===== config.mk =====
export PLATFORM = sky130hd
export DESIGN_NAME = fir_rx_buffer
export DESIGN_NICKNAME = d
export VERILOG_FILES = /design/src/rtl/fir_rx_pkg.sv /design/src/rtl/fir_rx_misr.sv /design/src/rtl/fir_rx_buffer.sv
export SDC_FILE = /design/constraint.sdc
export NUM_CORES = 1
export LEC_CHECK = 0
export CAP_MARGIN = 20
export CORE_UTILIZATION = 30
export CTS_BUF_LIST = sky130_fd_sc_hd__clkbuf_2
export DETAILED_ROUTE_END_ITERATION = 12
export PLACE_DENSITY = 0.56
export SLEW_MARGIN = 10
export SYNTH_ARGS = -nofsm -noshare
export SYNTH_HDL_FRONTEND = slang
export SYNTH_SLANG_ARGS = --single-unit

===== constraint.sdc =====
create_clock -name CLK -period 3.8 [get_ports CLK]
set_input_delay 0.38 -clock CLK [delete_from_list [all_inputs] [get_ports CLK]]
set_output_delay 0.38 -clock CLK [all_outputs]
set_load 0.03 [all_outputs]

===== src/rtl/fir_rx_pkg.sv =====
`default_nettype none
// ============================================================================
// Module   : fir_rx_pkg
// Purpose  : Shared constants and helpers for the FIR receive buffer:
//            default sample width and depth, MISR polynomial, and the
//            pointer-width helper used to size pointers and the occupancy
//            count.
// Revision : 1.0 - initial release
// ============================================================================
package fir_rx_pkg;

    localparam int          FIR_RX_W_DEFAULT     = 14;
    localparam int          FIR_RX_DEPTH_DEFAULT = 8;
    localparam logic [13:0] FIR_RX_POLY          = 14'h2B09;

    // Number of address bits needed to index 'depth' entries (ceil(log2)).
    function automatic int fir_rx_ptr_w(input int depth);
        int w;
        w = 0;
        for (int i = 0; i < 31; i++) begin
            if ((1 << i) < depth) begin
                w = i + 1;
            end
        end
        return w;
    endfunction

endpackage
`default_nettype wire


===== src/rtl/fir_rx_misr.sv =====
`default_nettype none
// ============================================================================
// Module   : fir_rx_misr
// Purpose  : W-bit multiple-input signature register. On each enabled edge
//            the signature rotates left by one, folds in the new sample and,
//            when the bit rotated out was set, XORs in the package polynomial.
// Config   : the module body exists only when FIR_RX_SIG_EN is defined, so a
//            build without the signature feature carries no trace of it.
// Ports    : CLK  - clock, rising edge
//            RST  - asynchronous active-high reset, clears signature
//            EN   - update strobe (one accepted sample)
//            DIN  - sample folded into the signature
//            SIG  - current signature
// Revision : 1.0 - initial release
// ============================================================================
`ifdef FIR_RX_SIG_EN
module fir_rx_misr
    import fir_rx_pkg::*;
#(
    parameter int W = FIR_RX_W_DEFAULT
) (
    input  logic         CLK,
    input  logic         RST,
    input  logic         EN,
    input  logic [W-1:0] DIN,
    output logic [W-1:0] SIG
);

    localparam logic [W-1:0] POLY = W'(FIR_RX_POLY);

    logic [W-1:0] sig_reg;
    logic [W-1:0] sig_next;

    always_comb begin
        sig_next = {sig_reg[W-2:0], sig_reg[W-1]} ^ DIN;
        if (sig_reg[W-1]) begin
            sig_next = sig_next ^ POLY;
        end
    end

    always_ff @(posedge CLK or posedge RST) begin
        if (RST) begin
            sig_reg <= '0;
        end else if (EN) begin
            sig_reg <= sig_next;
        end
    end

    assign SIG = sig_reg;

endmodule
`endif
`default_nettype wire


===== src/rtl/fir_rx_buffer.sv =====
`default_nettype none
// ============================================================================
// Module   : fir_rx_buffer
// Purpose  : First-word-fall-through FIFO behind a FIR filter output. The
//            upstream has no backpressure, so samples arriving while full
//            (and not simultaneously draining) are dropped and a sticky
//            overflow flag is raised. Also counts accepted samples
//            (saturating) and optionally keeps a running MISR signature.
// Config   : FIR_RX_SIG_EN - when defined, SIG is the MISR of accepted
//            samples; otherwise SIG is tied to zero.
// Ports    : CLK   - clock, rising edge
//            RST   - asynchronous active-high reset
//            DIN   - sample in (two's complement), VIN - sample valid
//            DOUT  - head-of-FIFO sample, VOUT - DOUT valid
//            RDY   - downstream ready (pop on VOUT & RDY)
//            COUNT - occupancy 0..DEPTH, FULL - COUNT == DEPTH
//            OVF   - sticky overflow, NSAMP - accepted-sample counter
//            SIG   - sample signature
// Revision : 1.0 - initial release
// ============================================================================
module fir_rx_buffer
    import fir_rx_pkg::*;
#(
    parameter int W     = FIR_RX_W_DEFAULT,
    parameter int DEPTH = FIR_RX_DEPTH_DEFAULT
) (
    input  logic                          CLK,
    input  logic                          RST,
    input  logic [W-1:0]                  DIN,
    input  logic                          VIN,
    output logic [W-1:0]                  DOUT,
    output logic                          VOUT,
    input  logic                          RDY,
    output logic [fir_rx_ptr_w(DEPTH):0]  COUNT,
    output logic                          FULL,
    output logic                          OVF,
    output logic [15:0]                   NSAMP,
    output logic [W-1:0]                  SIG
);

    localparam int            PW      = fir_rx_ptr_w(DEPTH);
    localparam logic [PW:0]   CNT_MAX = (PW + 1)'(DEPTH);
    localparam logic [PW:0]   CNT_ONE = (PW + 1)'(1);
    localparam logic [PW-1:0] PTR_ONE = PW'(1);

    logic [W-1:0]  mem [DEPTH];
    logic [PW-1:0] rd_ptr;
    logic [PW-1:0] wr_ptr;
    logic [PW:0]   count;
    logic          ovf;
    logic [15:0]   nsamp;

    logic          full;
    logic          pop;
    logic          push;
    logic          drop;

    // A pop in the same cycle frees the slot a full FIFO needs, so a full
    // FIFO still accepts when the consumer is draining.
    always_comb begin
        full = (count == CNT_MAX);
        pop  = (count != '0) && RDY;
        push = VIN && (!full || pop);
        drop = VIN && full && !pop;
    end

    // DEPTH is a power of two, so plain PW-bit increment wraps modulo DEPTH.
    always_ff @(posedge CLK or posedge RST) begin
        if (RST) begin
            rd_ptr <= '0;
            wr_ptr <= '0;
            count  <= '0;
            ovf    <= 1'b0;
            nsamp  <= '0;
        end else begin
            if (push) begin
                wr_ptr <= wr_ptr + PTR_ONE;
            end
            if (pop) begin
                rd_ptr <= rd_ptr + PTR_ONE;
            end
            case ({push, pop})
                2'b10:   count <= count + CNT_ONE;
                2'b01:   count <= count - CNT_ONE;
                default: count <= count;
            endcase
            if (drop) begin
                ovf <= 1'b1;
            end
            if (push && (nsamp != 16'hFFFF)) begin
                nsamp <= nsamp + 16'd1;
            end
        end
    end

    // Storage has no reset: after reset COUNT is zero, so whatever the array
    // holds is never presented as valid. A write while RST is high is
    // harmless for the same reason. When full with a simultaneous pop the
    // write lands on the slot being read; the read is combinational, so the
    // outgoing word is consumed before it is replaced.
    always_ff @(posedge CLK) begin
        if (push) begin
            mem[wr_ptr] <= DIN;
        end
    end

    assign DOUT  = mem[rd_ptr];
    assign VOUT  = (count != '0);
    assign COUNT = count;
    assign FULL  = full;
    assign OVF   = ovf;
    assign NSAMP = nsamp;

`ifdef FIR_RX_SIG_EN
    fir_rx_misr #(
        .W (W)
    ) u_misr (
        .CLK (CLK),
        .RST (RST),
        .EN  (push),
        .DIN (DIN),
        .SIG (SIG)
    );
`else
    assign SIG = '0;
`endif

endmodule
`default_nettype wire


==> results of run 1 <==
-- cell usage after synthesis, types with 3 or more instances --
cell,instances,area [sq um]
buf_2,3,15.01
clkbuf_1,3,11.26
xor2_1,9,78.83
xnor2_1,14,122.6
buf_4,16,120.1
mux4_2,28,630.6
nor3_1,5,25.02
edfxtp_1,112,3363
and3_1,4,25.02
nand3_1,8,40.04
nor2_1,10,37.54
ha_1,4,50.05
dfrtp_1,27,675.7
nand4_1,4,25.02
inv_1,3,11.26
nand2_1,13,48.80
mux2_2,15,168.9
-- path summary, 6_finish.rpt --
kind | endpoint | slack (ns) | depth (start not counted)
max in group asynchronous | rd_ptr[0] | 2.97 | 4
min in group asynchronous | NSAMP[9] | 0.44 | 3
worst max-delay path | DOUT[11] | 0.47 | 4
worst min-delay path | mem[2][8] | 0.41 | 1
worst max register to register | COUNT[2] | 1.60 | 8
worst min register to register | OVF | 0.49 | 1
-- critical path: stages, from the launching register on --
cell,delay [ns]
dfrtp_2,0.60
buf_12,0.27
mux4_2,0.52
mux2_2,0.27
clkdlybuf4s50_1,0.61
-- layer usage --
metal | vias to the layer above | track usage [%] | routed length [microns]
met3 | 4 | 3.932 | 492
met4 | 0 | 3.644 | 40
met1 | 1520 | 15.79 | 5089
met5 | - | 0 | 0
met2 | 81 | 19.66 | 5285
li1 | 1332 | - | -
-- layout make-up --
class                   count  area [sq um]  area share, %
multi-input cells         155          1577          23.04
inverters                   3         11.26         0.1646
clock inverters            15         163.9          2.395
clock buffers              17         85.08          1.243
repair buffers             67         673.1          9.837
well taps                 234         292.8          4.279
flip-flops and latches    139          4040          59.04
-- cells by family (layout without fill, tap and decap cells) --
logic type               Yosys count  count (layout)  share of synthesized area [%]
other                              1              14                        0.06564
adder cells (fa/ha/maj)            4               4                         0.8761
AND/OR/NAND/NOR                   59              59                          5.804
buffers and inverters             27             102                          3.022
multiplexers                      44              44                          14.26
XOR/XNOR                          23              23                          3.526
AO/OA/AOI/OAI                     11              11                          1.752
flip-flops                       139             139                          70.70
-- state kept, by name, indices dropped and copies added (netlist names) --
name,flops
wr_ptr,3
COUNT,4
NSAMP,16
OVF,1
mem,112
rd_ptr,3
-- stage by stage --
step | utilization [%] | area (sq um) | power, W | instances | hold WS [ns]
finish | 36.58 | 6843 | 0.004943 | 630 | 0.4073
global route | 36.58 | 6843 | 0.005230 | 630 | 0.3068
CTS | 36.38 | 6805 | 0.005036 | 628 | 0.1907
detailed placement | 35.05 | 6556 | 0.004133 | 596 | 0.4460
global placement | 35.05 | 6556 | 0.004095 | 596 | 0.4441
floorplan | - | 5762 | 0.003435 | 321 | 0.4327
-- power groups by stage --
| stage | logic (W) | clock network, W | registers, W |
|---|---|---|---|
| after floorplan | 0.00125 | 0 | 0.00219 |
| final | 0.00189 | 0.000885 | 0.00217 |
| after detailed placement | 0.00192 | 0 | 0.00221 |
| after CTS | 0.00193 | 0.000926 | 0.00218 |
| after global placement | 0.00190 | 0 | 0.00220 |
| after global routing | 0.00203 | 0.000985 | 0.00221 |
==> flow_summary.json, run 1 <==
{
  "fin_skew_ns": 0.01578,
  "min-delay-start": "DIN[8]",
  "ant_nets": 0,
  "postLayoutSetupSlackWorst_ns": 0.4675,
  "drtIter0Drc": 94,
  "fin_crit_sh_pct": 87.70,
  "rsz0062_at_grt": "no",
  "grt-ovfl-total": 0,
  "syn_area_per_cell_sq_um": 18.55,
  "intPower_w": 0.003158,
  "die_y_microns": 140.0,
  "ys_seq_area_share_pct": 70.70,
  "vdd_drop_max_uv": 325.9,
  "ys_types": 43,
  "p_sw_w": 0.001785,
  "antenna_found_initial": 0,
  "crit_type": "flop to output port",
  "slew-limit-headroom_pct": 42.76,
  "n_fill_cell": 1718,
  "gp_congestion": 0.7263,
  "cts_buffers": 17,
  "pre_cts_ws_ns": 1.163,
  "clk_latency_ns": 0.68,
  "track_usage_pct": 12.24,
  "place_hpwl_microns": 6636,
  "post_cts_buffers": 0,
  "drc": 0,
  "dieArea_sq_um": 19600,
  "cp.required_ns": 3.42,
  "setup.worst_path.start_class": "flop",
  "portBuffers": 54,
  "cts-htree-levels": 4,
  "setup_viol": 0,
  "row_count": 50,
  "cts_tree": "built",
  "clock_path_buffers": 2,
  "comb_power_share_pct": 38.2,
  "async_reset_ff_share_pct": 19.42,
  "yosys_warnings": 0,
  "synthToLayoutAreaGrowth_pct": 19.78,
  "switching_share_pct": 36.12,
  "r2r-start": "COUNT[0]",
  "arrival_ns": 2.95,
  "diodes": 0,
  "vias": 2937,
  "fp.dieW_microns": 140.0,
  "most-common-layout-cells": "edfxtp_1 (112), clkdlybuf4s50_1 (54), mux4_2 (28), dfrtp_1 (26), clkbuf_2 (17)",
  "fin_crit_ns": 3.332,
  "holdCritPathClass": "primary input to flop",
  "drt_wl_total_microns": 10910,
  "hold_viol": 0,
  "p_leak_nw": 2.357,
  "drv_cap": 0,
  "initial_utilization_pct": 30.54,
  "fmax_ghz": 0.3001,
  "routed_via_density": 4.662,
  "clk_pin_slew_worst_paths_ns": 0.20,
  "first_pass_iters": 6,
  "holdBufCountCts": 0,
  "mostFrequentLayoutCell": "edfxtp_1",
  "cts.sinks": 139,
  "status": "complete, no violations",
  "synth_area_sq_um": 5713,
  "clockRootBuffer": "clkbuf_2",
  "core_area_sq_um": 18710,
  "grt_pass1_wl_microns": 17810,
  "power_frac_clock_pct": 17.9,
  "grt_max_degree": 28,
  "ys_seq_elements": 139,
  "seqPwrFrac_pct": 43.9,
  "p_per_area_nw_per_um2": 722.4,
  "ctsResizeCount": 0,
  "grt_pass1_vias": 3244,
  "cp-end-kind": "output port",
  "drive_above_1_share_pct": 25.76,
  "synth_edf_count": 112,
  "finalSetupTns_ns": 0,
  "routedWlPerCell_microns": 17.31,
  "synth_flop_cell": "edfxtp_1",
  "drv_slew": 0,
  "fin_nets": 405,
  "crit_fanout": 22,
  "cp-startpoint": "rd_ptr[0]",
  "io_pins": 69,
  "syn-instance-count": 308,
  "worstMarginPinSlew_ns": 0.8587
}
Power figures use the tool's default switching activity.
==> inputs of run 2 (changes only) <==
--- a/config.mk
+++ b/config.mk
@@ -9,6 +9,7 @@
 export CORE_UTILIZATION = 30
 export CTS_BUF_LIST = sky130_fd_sc_hd__clkbuf_2
 export DETAILED_ROUTE_END_ITERATION = 12
+export GPL_ROUTABILITY_DRIVEN = 0
 export PLACE_DENSITY = 0.56
 export SLEW_MARGIN = 10
 export SYNTH_ARGS = -nofsm -noshare
==> results of run 2 <==
The final DEF is identical to that of run 1; final timing and power are the same.
